[config.mk]
export PLATFORM = sky130hd
export DESIGN_NAME = neuron
export DESIGN_NICKNAME = d
export VERILOG_FILES = /design/src/rtl/neuron.sv
export SDC_FILE = /design/constraint.sdc
export NUM_CORES = 1
export LEC_CHECK = 0
export ABC_AREA = 1
export BUFFER_PORTS_ARGS = -buffer_cell sky130_fd_sc_hd__buf_2
export CAP_MARGIN = 20
export CORE_MARGIN = 2
export CORE_UTILIZATION = 25
export CTS_CLUSTER_DIAMETER = 100
export DETAILED_ROUTE_END_ITERATION = 16
export GPL_TIMING_DRIVEN = 0
export PLACE_DENSITY_LB_ADDON = 0.1
export REMOVE_ABC_BUFFERS = 1
export SYNTH_ARGS = -nofsm -noshare
export SYNTH_HDL_FRONTEND = slang
export SYNTH_SLANG_ARGS = --single-unit
[constraint.sdc]
create_clock -name clk -period 7.4 [get_ports clk]
set_input_delay 1.48 -clock clk [delete_from_list [all_inputs] [get_ports clk]]
set_output_delay 1.48 -clock clk [all_outputs]
set_load 0.01 [all_outputs]
[src/rtl/neuron.sv]
// Two-input signed multiply-accumulate cell: result = i1*w1 + i2*w2.
// Two register stages (products, then sum); one operand set per clock.
module neuron #(
  parameter int unsigned DATA_W = 8,
  localparam int unsigned RES_W = 2 * DATA_W + 1
) (
  input  logic              clk,
  input  logic              reset,
  input  logic [DATA_W-1:0] i1,
  input  logic [DATA_W-1:0] i2,
  input  logic [DATA_W-1:0] w1,
  input  logic [DATA_W-1:0] w2,
  output logic [RES_W-1:0]  result
);

  localparam int unsigned ProdW = 2 * DATA_W;

  logic signed [ProdW-1:0] i1_ext, i2_ext, w1_ext, w2_ext;
  logic signed [ProdW-1:0] p1_d, p2_d;
  logic signed [ProdW-1:0] p1_q, p2_q;
  logic signed [RES_W-1:0] sum_d;
  logic signed [RES_W-1:0] result_q;

  // Widen operands to the product width first so the multiply is done at
  // full precision; the low ProdW bits of the product are then exact.
  always_comb begin
    i1_ext = {{DATA_W{i1[DATA_W-1]}}, i1};
    i2_ext = {{DATA_W{i2[DATA_W-1]}}, i2};
    w1_ext = {{DATA_W{w1[DATA_W-1]}}, w1};
    w2_ext = {{DATA_W{w2[DATA_W-1]}}, w2};
    p1_d   = i1_ext * w1_ext;
    p2_d   = i2_ext * w2_ext;
  end

  // One guard bit makes the sum of two products impossible to overflow.
  always_comb begin
    sum_d = {p1_q[ProdW-1], p1_q} + {p2_q[ProdW-1], p2_q};
  end

  always_ff @(posedge clk) begin
    if (reset) begin
      p1_q     <= '0;
      p2_q     <= '0;
      result_q <= '0;
    end else begin
      p1_q     <= p1_d;
      p2_q     <= p2_d;
      result_q <= sum_d;
    end
  end

  assign result = result_q;

endmodule

==> impl_results.md <==
- Hold path start: p2_q[0]
- Post-Synthesis Cells: 1056
- Worst Max-Slew Pin Slew: 1002 ps
- Top_reg_cell synth: dfxtp_1
- Routed vias/inst: 4.049
- Power Density: 299.4 nW/um^2
- Post-CTS setup buffer count: 0
- Maximum VDD drop: 97.17 uV
- RSZ-0062 raised after global routing: false
- Async set-or-reset flop fraction in the synthesized netlist: 0%
- Port Buf Inserts: 50
- Clock latency at the later pin of the worst-skew pair: 290 ps
- Logic pwr share: 75.1%
- Largest fanout on the critical path: 8
- Total track usage: 11.40%
- # rows: 63
- Hold Violations, Final: 0
- CTS tree: built
- Area contributors post-synth: fa_1 (30%), inv_1 (15%), dfxtp_1 (13%), nand2_1 (13%), ha_1 (12%)
- Crit path cell chain: buf_2, nand2_1, fa_1, inv_1, fa_1, inv_1, fa_1, fa_1, inv_1, ha_1, nand2_1, nor2_1, nand2_1, a21oi_1, nor2_1, nand3_1, nand2_1, nor2_1
- Total routed wirelength: 17.11 mm
- Worst rel slew slack: 33.11%
- Number of diodes: 0
- Num CTS Buffers: 5
- Clk pin slew, worst setup/hold paths: 70 ps
- Setup_tns: 0 ps
- GP Congestion: 0.7510
- DIE AREA: 31480 sq um
- Syn avg cell area: 7.121 sq um
- Area after DPL: 8124 sq um
- Synth Warn #: 0
- Grt ovf: 0
- Most common cell after layout, fill and taps aside: inv_1
- Setup crit end kind: flop
- Power Internal: 1.171 mW
- Pin count of the biggest net entering global routing: 30
- WS Path Type: input port to flop
- Layout area overhead: 9.950%
- Final setup vio count: 0
- Finished Cell Area: 8268 sq um
- Worst hold path type: flop to flop
- Leakage: 4.952 nW
- H-tree levels: 2
- RR Startpoint: p1_q[0]
- Fmax: 189.9 MHz
- PostCTS Resize Cnt: 0
- Sequential power share: 15.9%
- Post-synth EDFFs: 0
- Switch share: 52.69%
- DR iter-0 viols: 316
- Status: completed
- Critical R2R Capture: result[8]
- FF-to-FF setup slack: 5400 ps
- Vias post-DR: 5948
- Post-synth top area share: 29.55%
- Number of remaining DRC errors: 0
- CP max stage delay: 720 ps
- CP required: 7620 ps
- Clock root buffer: clkbuf_16
- Post-detailed-route count of antenna-violating nets: 0
- CP max-delay cell: fa_1
- Pwr Total: 2.476 mW
- Vias in the first global route: 5827
- Initial antenna violation count: 0
- DIE WIDTH: 177.4 um
- Minimum clock period: 5265 ps
- Hold Path End: result[0]
- Deepest clock path buffer count: 2
- Final clock skew: 7.498 ps
- Synthesized cell area: 7520 sq um
- Initial core utilization: 25.37%
- NetSw: 1.305 mW
- I/O pins: 51
- R2R depth: 10
- Seq/Total Area, Yosys: 13.04%
- # hold bufs at CTS: 0
- Core area: 29640 sq um
- NumNets Final: 1297
- Placed wire-length estimate: 14.91 mm
- Fraction of layout cells with a size suffix above 1: 7.414%
- Largest delay contributor family on the critical path: adder cells
- Commonest non-fill, non-tap cells in the layout: inv_1 (303), nand2_1 (252), fa_1 (111)
- Critical path arrival: 5490 ps
- Dominant cell type by area after synthesis: fa_1
- Avg WL per Cell: 11.65 um
- Synth Register Bits: 49
- Fin. max-slew vios: 0
- TritonRoute pass-1 iters: 5
- Max-cap viol count: 0
- First-pass GRT wire length: 28.87 mm
- Clk network pwr share: 9.0%
- Crit start category: input port
- Synth cell types: 31
- Period utilization: 71.15%
- Depth of the worst hold-timing path: 3
- Buffers & Inverters on Critical Path: 4
- Die extent in y: 177.4 um
- Clk sinks: 49
[how the worst max path moves through the flow]
stage / startpoint / to / slack, ps / cells after the start
after floorplan: w2[7] / p2_q[13] / 2370 / 19
after global placement: w1[2] / p1_q[15] / 1820 / 18
after detailed placement: w1[2] / p1_q[15] / 1800 / 18
after CTS: w1[2] / p1_q[15] / 2100 / 18
after global routing: w1[2] / p1_q[15] / 1770 / 18
final: w1[2] / p1_q[15] / 2130 / 18
[layout make-up]
class / count / area (sq um)
clock buffers: 6 / 128.9
clock inverters: 2 / 15.01
fillers: 3388 / 21370
inverters: 305 / 1145
multi-input cells: 667 / 5260
flip-flops and latches: 49 / 980.9
well taps: 390 / 488.0
repair buffers: 50 / 250.2
[per-layer routing]
metal	global-route usage [%]	part of all wire, %	up-vias
met3	1.285	2.6	4
met1	17.13	52	2800
li1	-	-	3094
met4	1.366	0.51	0
met2	17.94	44	50
met5	0	0	-
[cell families (layout without fill, tap and decap cells)]
group | after synthesis | after routing | synth area share (%)
xor+xnor | 2 | 2 | 0.2330
simple gates | 394 | 394 | 21.38
compound gates | 86 | 86 | 6.473
fa+ha+maj | 185 | 185 | 41.86
buf+inv | 340 | 363 | 17.01
flops | 49 | 49 | 13.04
[flip-flops by register name, indices dropped and copies added, names as in the netlist]
signal,flops
p1_q,16
p2_q,16
result,17
[power groups by stage]
| stage | Combinational (mW) | Sequential [mW] | Clock [mW] |
|---|---|---|---|
| 6_report | 1.86 | 0.393 | 0.224 |
| 5_1_grt | 2.22 | 0.403 | 0.247 |
| 2_1_floorplan | 1.42 | 0.401 | 0 |
| 4_1_cts | 1.90 | 0.397 | 0.234 |
| 3_5_place_dp | 1.89 | 0.404 | 0 |
| 3_3_place_gp | 1.89 | 0.405 | 0 |
[cells in the mapped netlist (2+ instances only)]
| cell type | n |
|---|---|
| nor3b_1 | 2 |
| and2_1 | 2 |
| inv_1 | 303 |
| nand4_1 | 2 |
| nor2_1 | 84 |
| a21oi_2 | 3 |
| a21oi_4 | 2 |
| fa_1 | 111 |
| clkbuf_1 | 33 |
| nand3b_1 | 4 |
| a21oi_1 | 47 |
| a21o_1 | 3 |
| dfxtp_1 | 49 |
| nor3_1 | 2 |
| or2_2 | 3 |
| nand2_2 | 7 |
| o21a_1 | 4 |
| nand2_1 | 252 |
| o21ai_0 | 24 |
| buf_2 | 2 |
| nand3_1 | 30 |
| nand3_2 | 3 |
| nor2_2 | 2 |
| ha_1 | 74 |
| inv_2 | 2 |
[stage by stage]
stage | std cells | utilization [%] | setup WS (ps) | hold WS, ps
finish | 1469 | 27.90 | 2135 | 563.9
floorplan | 1021 | - | 2369 | 519.1
detailed placement | 1461 | 27.41 | 1803 | 565.8
CTS | 1469 | 27.90 | 2100 | 581.0
global placement | 1461 | 27.41 | 1816 | 565.8
global route | 1469 | 27.90 | 1771 | 617.9
[tightest hold or removal path, cell delays in order (launching register included)]
cell     delay (ps)
dfxtp_1         310
ha_1            110
inv_1            40
nor2_1           70
Note: power is estimated with default switching activity, not from simulation.
